--- src/rtl/disk_lsa_calc_pkg.sv ---
// Shared types and constants for the CHS-to-LSA calculator: FSM states,
// err bit positions and reference drive geometries.
package disk_lsa_pkg;

    typedef enum logic [2:0] {
        IDLE   = 3'd0,
        CHECK  = 3'd1,
        MUL1   = 3'd2,
        MUL2   = 3'd3,
        FINISH = 3'd4
    } state_t;

    localparam int ERR_CYL = 2;
    localparam int ERR_TRK = 1;
    localparam int ERR_SEC = 0;

    localparam int RP06_NCYL = 815;
    localparam int RP06_NTRK = 19;
    localparam int RP06_NSEC = 22;

    localparam int RP07_NCYL = 630;
    localparam int RP07_NTRK = 32;
    localparam int RP07_NSEC = 50;

    localparam int RM03_NCYL = 823;
    localparam int RM03_NTRK = 5;
    localparam int RM03_NSEC = 32;

endpackage

--- src/rtl/disk_lsa_calc_mul.sv ---
// Iterative LSB-first unsigned shift-add multiplier. One partial product per
// step; sum_next exposes the step result so the caller can chain a new load.
module lsa_shift_add_mul #(
    parameter int ACC_W = 21,
    parameter int MPL_W = 6
) (
    input  logic             clk,
    input  logic             rst,
    input  logic             load,
    input  logic [ACC_W-1:0] load_mcand,
    input  logic [MPL_W-1:0] load_mplier,
    input  logic             step,
    input  logic [ACC_W-1:0] addend,
    output logic [ACC_W-1:0] acc,
    output logic [ACC_W-1:0] sum_next
);

    logic [ACC_W-1:0] mcand;
    logic [MPL_W-1:0] mplier;

    // addend is only non-zero on a final step, folding the "+ta" into it
    assign sum_next = acc + (mplier[0] ? mcand : '0) + addend;

    always_ff @(posedge clk or posedge rst) begin
        if (rst) begin
            acc    <= '0;
            mcand  <= '0;
            mplier <= '0;
        end else if (load) begin
            acc    <= '0;
            mcand  <= load_mcand;
            mplier <= load_mplier;
        end else if (step) begin
            acc    <= sum_next;
            mcand  <= mcand << 1;
            mplier <= mplier >> 1;
        end
    end

endmodule

--- src/rtl/disk_lsa_calc.sv ---
// CHS to linear sector address: LSA = ((cyl*ntrk + trk)*nsec + sec) << SCALE_SH,
// with range check. Optional partition offset port under `DISK_LSA_BASE_EN.
module disk_lsa_calc
    import disk_lsa_pkg::*;
#(
    parameter int CYL_W    = 10,
    parameter int TRK_W    = 6,
    parameter int SEC_W    = 6,
    parameter int LSA_W    = 21,
    parameter int SCALE_SH = 1
) (
    input  logic             clk,
    input  logic             rst,
    input  logic [CYL_W-1:0] ncyl,
    input  logic [TRK_W-1:0] ntrk,
    input  logic [SEC_W-1:0] nsec,
    input  logic [CYL_W-1:0] dca,
    input  logic [TRK_W-1:0] ta,
    input  logic [SEC_W-1:0] sa,
`ifdef DISK_LSA_BASE_EN
    input  logic [LSA_W-1:0] base,
`endif
    input  logic             start,
    output logic             busy,
    output logic             done,
    output logic [2:0]       err,
    output logic [LSA_W-1:0] lsa
);

    localparam int MPL_W = (TRK_W > SEC_W) ? TRK_W : SEC_W;
    localparam int CNT_W = $clog2(MPL_W + 1);

    state_t state, state_next;

    logic [CYL_W-1:0] ncyl_q, dca_q;
    logic [TRK_W-1:0] ntrk_q, ta_q;
    logic [SEC_W-1:0] nsec_q, sa_q;
`ifdef DISK_LSA_BASE_EN
    logic [LSA_W-1:0] base_q;
`endif
    logic [CNT_W-1:0] cnt;
    logic [2:0]       err_chk;
    logic             mul1_last, mul2_last;
    logic [LSA_W-1:0] finish_lsa;

    logic             mul_load, mul_step;
    logic [LSA_W-1:0] mul_mcand, mul_addend, acc, sum_next;
    logic [MPL_W-1:0] mul_mplier;

    lsa_shift_add_mul #(
        .ACC_W (LSA_W),
        .MPL_W (MPL_W)
    ) u_mul (
        .clk         (clk),
        .rst         (rst),
        .load        (mul_load),
        .load_mcand  (mul_mcand),
        .load_mplier (mul_mplier),
        .step        (mul_step),
        .addend      (mul_addend),
        .acc         (acc),
        .sum_next    (sum_next)
    );

    assign busy      = (state != IDLE);
    assign mul1_last = (cnt == CNT_W'(TRK_W - 1));
    assign mul2_last = (cnt == CNT_W'(SEC_W - 1));

    // Zero counts fall out naturally: any address is >= 0
    always_comb begin
        err_chk          = '0;
        err_chk[ERR_CYL] = (dca_q >= ncyl_q);
        err_chk[ERR_TRK] = (ta_q >= ntrk_q);
        err_chk[ERR_SEC] = (sa_q >= nsec_q);
    end

`ifdef DISK_LSA_BASE_EN
    assign finish_lsa = ((acc + LSA_W'(sa_q)) << SCALE_SH) + base_q;
`else
    assign finish_lsa = (acc + LSA_W'(sa_q)) << SCALE_SH;
`endif

    always_ff @(posedge clk or posedge rst) begin
        if (rst) state <= IDLE;
        else     state <= state_next;
    end

    // The last MUL1 step reloads the multiplier with dca*ntrk+ta as the new
    // multiplicand, so MUL2 starts without a bubble cycle.
    always_comb begin
        state_next = state;
        mul_load   = 1'b0;
        mul_step   = 1'b0;
        mul_mcand  = '0;
        mul_mplier = '0;
        mul_addend = '0;
        case (state)
            IDLE: begin
                if (start) state_next = CHECK;
            end
            CHECK: begin
                if (|err_chk) begin
                    state_next = IDLE;
                end else begin
                    mul_load   = 1'b1;
                    mul_mcand  = LSA_W'(dca_q);
                    mul_mplier = MPL_W'(ntrk_q);
                    state_next = MUL1;
                end
            end
            MUL1: begin
                if (mul1_last) begin
                    mul_addend = LSA_W'(ta_q);
                    mul_load   = 1'b1;
                    mul_mcand  = sum_next;
                    mul_mplier = MPL_W'(nsec_q);
                    state_next = MUL2;
                end else begin
                    mul_step = 1'b1;
                end
            end
            MUL2: begin
                mul_step = 1'b1;
                if (mul2_last) state_next = FINISH;
            end
            FINISH: begin
                state_next = IDLE;
            end
            default: state_next = IDLE;
        endcase
    end

    always_ff @(posedge clk or posedge rst) begin
        if (rst) begin
            ncyl_q <= '0;
            ntrk_q <= '0;
            nsec_q <= '0;
            dca_q  <= '0;
            ta_q   <= '0;
            sa_q   <= '0;
`ifdef DISK_LSA_BASE_EN
            base_q <= '0;
`endif
            cnt    <= '0;
            err    <= '0;
            lsa    <= '0;
            done   <= 1'b0;
        end else begin
            done <= 1'b0;
            case (state)
                IDLE: begin
                    if (start) begin
                        ncyl_q <= ncyl;
                        ntrk_q <= ntrk;
                        nsec_q <= nsec;
                        dca_q  <= dca;
                        ta_q   <= ta;
                        sa_q   <= sa;
`ifdef DISK_LSA_BASE_EN
                        base_q <= base;
`endif
                        err    <= '0;
                    end
                end
                CHECK: begin
                    err <= err_chk;
                    cnt <= '0;
                    if (|err_chk) begin
                        lsa  <= '0;
                        done <= 1'b1;
                    end
                end
                MUL1: begin
                    cnt <= mul1_last ? '0 : cnt + 1'b1;
                end
                MUL2: begin
                    cnt <= cnt + 1'b1;
                end
                FINISH: begin
                    lsa  <= finish_lsa;
                    done <= 1'b1;
                end
                default: ;
            endcase
        end
    end

endmodule

--- config.mk ---
export PLATFORM = sky130hd
export DESIGN_NAME = disk_lsa_calc
export DESIGN_NICKNAME = d
export VERILOG_FILES = /design/src/rtl/disk_lsa_calc_pkg.sv /design/src/rtl/disk_lsa_calc_mul.sv /design/src/rtl/disk_lsa_calc.sv
export SDC_FILE = /design/constraint.sdc
export NUM_CORES = 1
export LEC_CHECK = 0
export CELL_PAD_IN_SITES_DETAIL_PLACEMENT = 1
export CELL_PAD_IN_SITES_GLOBAL_PLACEMENT = 1
export CORE_UTILIZATION = 42
export DETAILED_ROUTE_END_ITERATION = 12
export PLACE_DENSITY_LB_ADDON = 0.1
export SLEW_MARGIN = 20
export SYNTH_ARGS = -nofsm -noshare
export SYNTH_HDL_FRONTEND = slang
export SYNTH_HIERARCHICAL = 1
export SYNTH_SLANG_ARGS = --single-unit
--- constraint.sdc ---
create_clock -name clk -period 3.78 [get_ports clk]
set_clock_uncertainty 0.15 [all_clocks]
set_input_delay 0.378 -clock clk [delete_from_list [all_inputs] [get_ports clk]]
set_output_delay 0.378 -clock clk [all_outputs]
set_load 0.005 [all_outputs]
==> results.sh, run 1 <==
export IMPL_antennaDiodeCount=0
export IMPL_irDropWorstVdd_mv=0.430
export IMPL_final_cell_area_um2=9550
export IMPL_syn_area_per_cell_um2=10.1
export IMPL_stdcell_count=1110
export IMPL_die_h_um=138
export IMPL_required_ns=3.96
export IMPL_ant_nets=0
export IMPL_power_leakage_uw=0.00442
export IMPL_cts_num_sinks=120
export IMPL_r2r_start="cnt[1]$_DFFE_PP0P_"
export IMPL_routed_via_count=6068
export IMPL_arrival_ns=3.96
export IMPL_cts_tree="built"
export IMPL_placed_area_um2=8780
export IMPL_p_total_uw=7760
export IMPL_r2r_worst_path_cells=21
export IMPL_ys_warn_count=6
export IMPL_die_area_um2=18900
export IMPL_root_buffer="clkbuf_16"
export IMPL_reg2reg_to="u_mul/mcand[19]$_DFFE_PP0P_"
export IMPL_cp_start_kind="flip-flop"
export IMPL_final_nets=987
export IMPL_dieWidth_um=138
export IMPL_status="finished, final reports clean"
export IMPL_vias_per_cell=5.47
export IMPL_port_buffers=71
export IMPL_grt_pass1_vias=6595
export IMPL_gp_congestion=0.812
export IMPL_setup_viol=0
export IMPL_rows=49
export IMPL_insertion_delay_ns=0.42
export IMPL_antenna_found_initial=0
export IMPL_final_max_slew_viol_count=0
export IMPL_dp_cells=1069
export IMPL_io_pins=73
export IMPL_end_kind="flip-flop"
export IMPL_grt_pass1_wl_um=34100
export IMPL_drive_gt1_share_pct=15.1
export IMPL_wl_per_cell_um=19.0
export IMPL_syn_area_um2=7720
export IMPL_grt_total_usage_pct=23.8
export IMPL_grt_ovfl_total=0
export IMPL_p_per_area_nw_per_um2=812
export IMPL_min_path_type="input pin to asynchronous set/reset pin"
export IMPL_hpwl_um=15400
export IMPL_multi_input_area_um2=4520
export IMPL_tightest_slew_ns=0.812
export IMPL_slew_headroom_pct=45.8
export IMPL_drv_cap=0
export IMPL_path_class="flip-flop to flip-flop"
export IMPL_wirelength_um=21000
export IMPL_cts_max_path_buffers=2
export IMPL_nFillCells=1988
export IMPL_cts_hold_buf=0
export IMPL_drtIter0Drc=190
export IMPL_crit_fanout=3
export IMPL_drt_first_pass_iters=4
export IMPL_max_freq_mhz=265
export IMPL_rsz0062_at_grt="yes"
export IMPL_ff2ff_setup_slack_ns=0.004
export IMPL_h_tree_depth=4
export IMPL_clk_pin_slew_ns=0.05
export IMPL_cts_made_buffers=17
export IMPL_drc_errors=0
export IMPL_fin_setup_tns_ns=0
export IMPL_register_area_um2=3000
export IMPL_syn_to_final_growth_pct=23.7
export IMPL_period_share_pct=99.9
export IMPL_syn_inst=767
export IMPL_core_um2=18000
export IMPL_initial_core_util_pct=43.0
export IMPL_hold_viol=0
export IMPL_grt_max_degree=75
export IMPL_period_needed_ns=3.78
where the power goes:
group          internal, uW  switching, uW
clock network           950            582
logic                  1800           2240
registers              1750            439
total                  4500           3260
repair_timing:
item | CTS | global route
gates resized for setup | 8 | 22
buffers inserted | 3 | 7
hold endpoints to repair | 0 | 0
pin swaps | 5 | 19
setup endpoints to repair | 9 | 20
placed cells by master (no fill, tap or decap), types with 3 or more instances in the layout:
cell type,count
a211oi_1,5
a21o_1,8
a21oi_1,27
a22o_1,33
and2_1,37
and3_1,4
and4_1,3
buf_4,35
clkbuf_1,4
clkbuf_16,17
clkbuf_8,3
clkdlybuf4s50_1,71
clkinv_2,3
conb_1,15
dfrtp_1,119
fa_1,21
ha_1,45
inv_1,36
inv_2,5
mux2_2,21
mux2i_1,35
nand2_1,78
nand2b_1,6
nand3_1,19
nand4_1,7
nor2_1,30
nor2_4,3
nor2b_1,6
nor3_1,5
nor4_1,3
o21a_1,4
o21ai_0,64
o21ai_1,5
o22ai_1,3
xnor2_1,18
xor2_1,12
metrics by stage:
stage	util, %	worst slack (ns)	hold WS, ns
3_5_place_dp	48.9	-0.0667	0.328
5_1_grt	53.2	-0.157	0.0981
3_3_place_gp	48.9	0.0614	0.323
2_1_floorplan	-	0.00773	0.324
6_report	53.2	0.00401	0.0855
4_1_cts	52.3	0.00321	0.0833
how the worst max path moves through the flow:
stage                                  start                     endpoint  depth (start not counted)
after global routing      cnt[1]$_DFFE_PP0P_  u_mul/mcand[17]$_DFFE_PP0P_                         20
after global placement    cnt[1]$_DFFE_PP0P_  u_mul/mcand[17]$_DFFE_PP0P_                         20
after CTS                 cnt[1]$_DFFE_PP0P_  u_mul/mcand[19]$_DFFE_PP0P_                         21
after floorplan           cnt[1]$_DFFE_PP0P_  u_mul/mcand[19]$_DFFE_PP0P_                         22
after detailed placement  cnt[1]$_DFFE_PP0P_  u_mul/mcand[17]$_DFFE_PP0P_                         20
final                     cnt[1]$_DFFE_PP0P_  u_mul/mcand[19]$_DFFE_PP0P_                         21
final cells by class:
cell class | count | share of cell area [%]
multi-input cells | 578 | 47.4
flip-flops and latches | 120 | 31.4
repair buffers | 109 | 10.7
clock buffers | 24 | 5.04
well taps | 229 | 3.00
inverters | 43 | 1.69
clock inverters | 7 | 0.733
routing by layer:
layer  vias to the layer above  share of wire, %  global-route usage [%]
li1                       2882                 -                       -
met1                      3051                43                    28.9
met2                       103                51                    41.4
met3                        32               3.5                    4.64
met4                         0               2.8                    9.46
met5                         -                 0                       0
state kept, by name, summed over array words and instances (netlist names):
register      flops
cnt               3
dca_q            10
done              1
err               3
lsa              20
ncyl_q           10
nsec_q            6
ntrk_q            6
sa_q              6
state             3
ta_q              6
u_mul/acc        20
u_mul/mcand      20
u_mul/mplier      6
worst max-delay path, cell delays in order, from the launching register on:
cell and delay (ns):
dfrtp_1 0.38, inv_2 0.07, ha_4 0.14, nand2_4 0.06, nor3_4 0.20, and2_4 0.16
inv_2 0.03, fa_1 0.44, inv_1 0.08, ha_2 0.20, inv_2 0.05, fa_2 0.37
nor2b_4 0.17, o2111ai_4 0.18, a21boi_4 0.22, nor2_4 0.06, o21ai_2 0.14, a21o_1 0.16
xor2_1 0.14, and2_1 0.14, nand2_1 0.05, o21ai_0 0.09
(Power assumes the default switching activity.)
==> inputs of run 2 (changes only) <==
CTS_CLUSTER_SIZE = 30   (was default)
==> results of run 2 <==
Same layout as run 1: the final DEF is identical, and so are final timing and power.
==> inputs of run 3 (changes only) <==
CELL_PAD_IN_SITES_DETAIL_PLACEMENT = default   (was 1)
CELL_PAD_IN_SITES_GLOBAL_PLACEMENT = default   (was 1)
CORE_UTILIZATION = 50   (was 42)
PLACE_DENSITY = 0.74   (was default)
PLACE_DENSITY_LB_ADDON = default   (was 0.1)
==> results.sh, run 3 (synthesis gave the netlist of run 1 again) <==
export IMPL_final_nets=977
export IMPL_die_area_um2=15900
export IMPL_drc_errors=0
export IMPL_end_kind="flip-flop"
export IMPL_cp_start_kind="flip-flop"
export IMPL_power_leakage_uw=0.00438
export IMPL_drtIter0Drc=376
export IMPL_utilization_pct=62.1
export IMPL_ff2ff_setup_slack_ns=0.09
export IMPL_period_needed_ns=3.69
export IMPL_p_per_area_nw_per_um2=806
export IMPL_vias_per_cell=5.63
export IMPL_max_freq_mhz=271
export IMPL_wirelength_um=18000
export IMPL_antenna_found_initial=0
export IMPL_drt_first_pass_iters=5
export IMPL_initial_core_util_pct=51.0
export IMPL_die_h_um=126
export IMPL_largestRegisters="lsa (20), u_mul/acc (20), u_mul/mcand (20)"
export IMPL_ant_nets=0
export IMPL_nFillCells=1217
export IMPL_core_um2=15100
export IMPL_syn_to_final_growth_pct=21.7
export IMPL_grt_max_degree=75
export IMPL_insertion_delay_ns=0.42
export IMPL_h_tree_depth=4
export IMPL_fin_setup_tns_ns=0
export IMPL_final_common_cell="dfrtp_1"
export IMPL_grt_pass1_vias=5870
export IMPL_routed_via_count=5952
export IMPL_grt_total_usage_pct=23.9
export IMPL_crit_fanout=7
export IMPL_dieWidth_um=126
export IMPL_dp_cells=1020
export IMPL_final_max_slew_viol_count=0
export IMPL_arrival_ns=3.89
export IMPL_hpwl_um=12800
export IMPL_register_area_um2=3010
export IMPL_tightest_slew_ns=0.932
export IMPL_cts_num_sinks=120
export IMPL_gp_congestion=0.834
export IMPL_final_cell_mix="dfrtp_1 (118), nand2_1 (77), clkdlybuf4s50_1 (71)"
export IMPL_path_class="flip-flop to flip-flop"
export IMPL_setup_viol=0
export IMPL_port_buffers=71
export IMPL_root_buffer="clkbuf_16"
export IMPL_status="finished, final reports clean"
export IMPL_antennaDiodeCount=0
export IMPL_hold_viol=0
export IMPL_grt_pass1_wl_um=29400
export IMPL_stdcell_count=1057
export IMPL_min_path_type="input pin to asynchronous set/reset pin"
export IMPL_period_share_pct=97.7
export IMPL_multi_input_area_um2=4500
export IMPL_cts_made_buffers=17
export IMPL_drive_gt1_share_pct=13.9
export IMPL_cts_tree="built"
export IMPL_rows=45
export IMPL_required_ns=3.97
export IMPL_cts_max_path_buffers=2
export IMPL_irDropWorstVdd_mv=0.432
export IMPL_grt_ovfl_total=0
export IMPL_drv_cap=0
export IMPL_clk_pin_slew_ns=0.05
export IMPL_slew_headroom_pct=37.8
export IMPL_wl_per_cell_um=17.0
export IMPL_io_pins=73
## run 3: changes by cell type in the layout (fill, tap and decap cells not counted), moves of 2 or more
cell / previous run / this run
a21boi_4: 2 / 0
buf_4: 35 / 27
a21boi_2: 0 / 2
clkinvlp_4: 1 / 3
buf_12: 2 / 0
clkbuf_1: 4 / 2
## run 3: path summary, 6_finish.rpt
kind                                     from                          end  depth (start not counted)
setup / recovery           cnt[1]$_DFFE_PP0P_  u_mul/mcand[16]$_DFFE_PP0P_                         17
hold / removal                            rst  u_mul/mcand[18]$_DFFE_PP0P_                          2
setup reg to reg           cnt[1]$_DFFE_PP0P_  u_mul/mcand[16]$_DFFE_PP0P_                         17
hold reg to reg            lsa[7]$_DFFE_PP0P_           lsa[7]$_DFFE_PP0P_                          1
max in group asynchronous                 rst           cnt[0]$_DFFE_PP0P_                          3
min in group clk           lsa[7]$_DFFE_PP0P_           lsa[7]$_DFFE_PP0P_                          1
## run 3: worst max-delay path, cell delays in order, from the launching register on
cell,delay (ns)
dfrtp_1,0.40
inv_2,0.08
ha_4,0.14
nand2_4,0.06
nor3_4,0.14
buf_4,0.14
buf_6,0.11
and2_1,0.15
fa_1,0.42
ha_1,0.43
a31oi_2,0.27
a21boi_2,0.11
a221o_1,0.38
a31oi_1,0.21
xnor2_1,0.16
and2_1,0.15
nand2_1,0.05
o21ai_0,0.06
## run 3: per-stage QoR
step	worst slack, ns	instance area, um2	hold slack [ns]	power, uW
5_1_grt	-0.0945	9400	0.370	8150
2_1_floorplan	0.00773	7790	0.324	4870
6_report	0.0871	9400	0.322	7580
4_1_cts	-0.00174	9230	0.341	7460
3_3_place_gp	0.0610	8650	0.321	5740
3_5_place_dp	-0.0383	8650	0.330	5830
## run 3: timing repair
item | in CTS | in global routing
gates resized for setup | 2 | 25
hold buffers | 0 | 0
hold endpoints to repair | 0 | 0
pin swaps | 0 | 18
setup endpoints to repair | 5 | 17
buffers inserted | 0 | 8
## run 3: report_power, final
group	total, uW	internal, uW	switching [uW]
clock network	1580	1010	567
logic	3790	1710	2080
registers	2220	1750	465
## run 3: final cells by class
class / instances / share of cell area (%)
flip-flops and latches: 120 / 32.0
well taps: 188 / 2.50
inverters: 43 / 1.73
clock inverters: 7 / 1.03
repair buffers: 99 / 9.84
clock buffers: 22 / 5.05
multi-input cells: 578 / 47.9
## run 3: metal layers
metal | vias to the layer above | GRT usage (%) | share of wire, %
met5 | - | 0 | 0
met4 | 0 | 8.29 | 1.6
met3 | 21 | 3.82 | 3.8
met2 | 170 | 38.4 | 47
met1 | 2887 | 32.8 | 47
li1 | 2874 | - | -
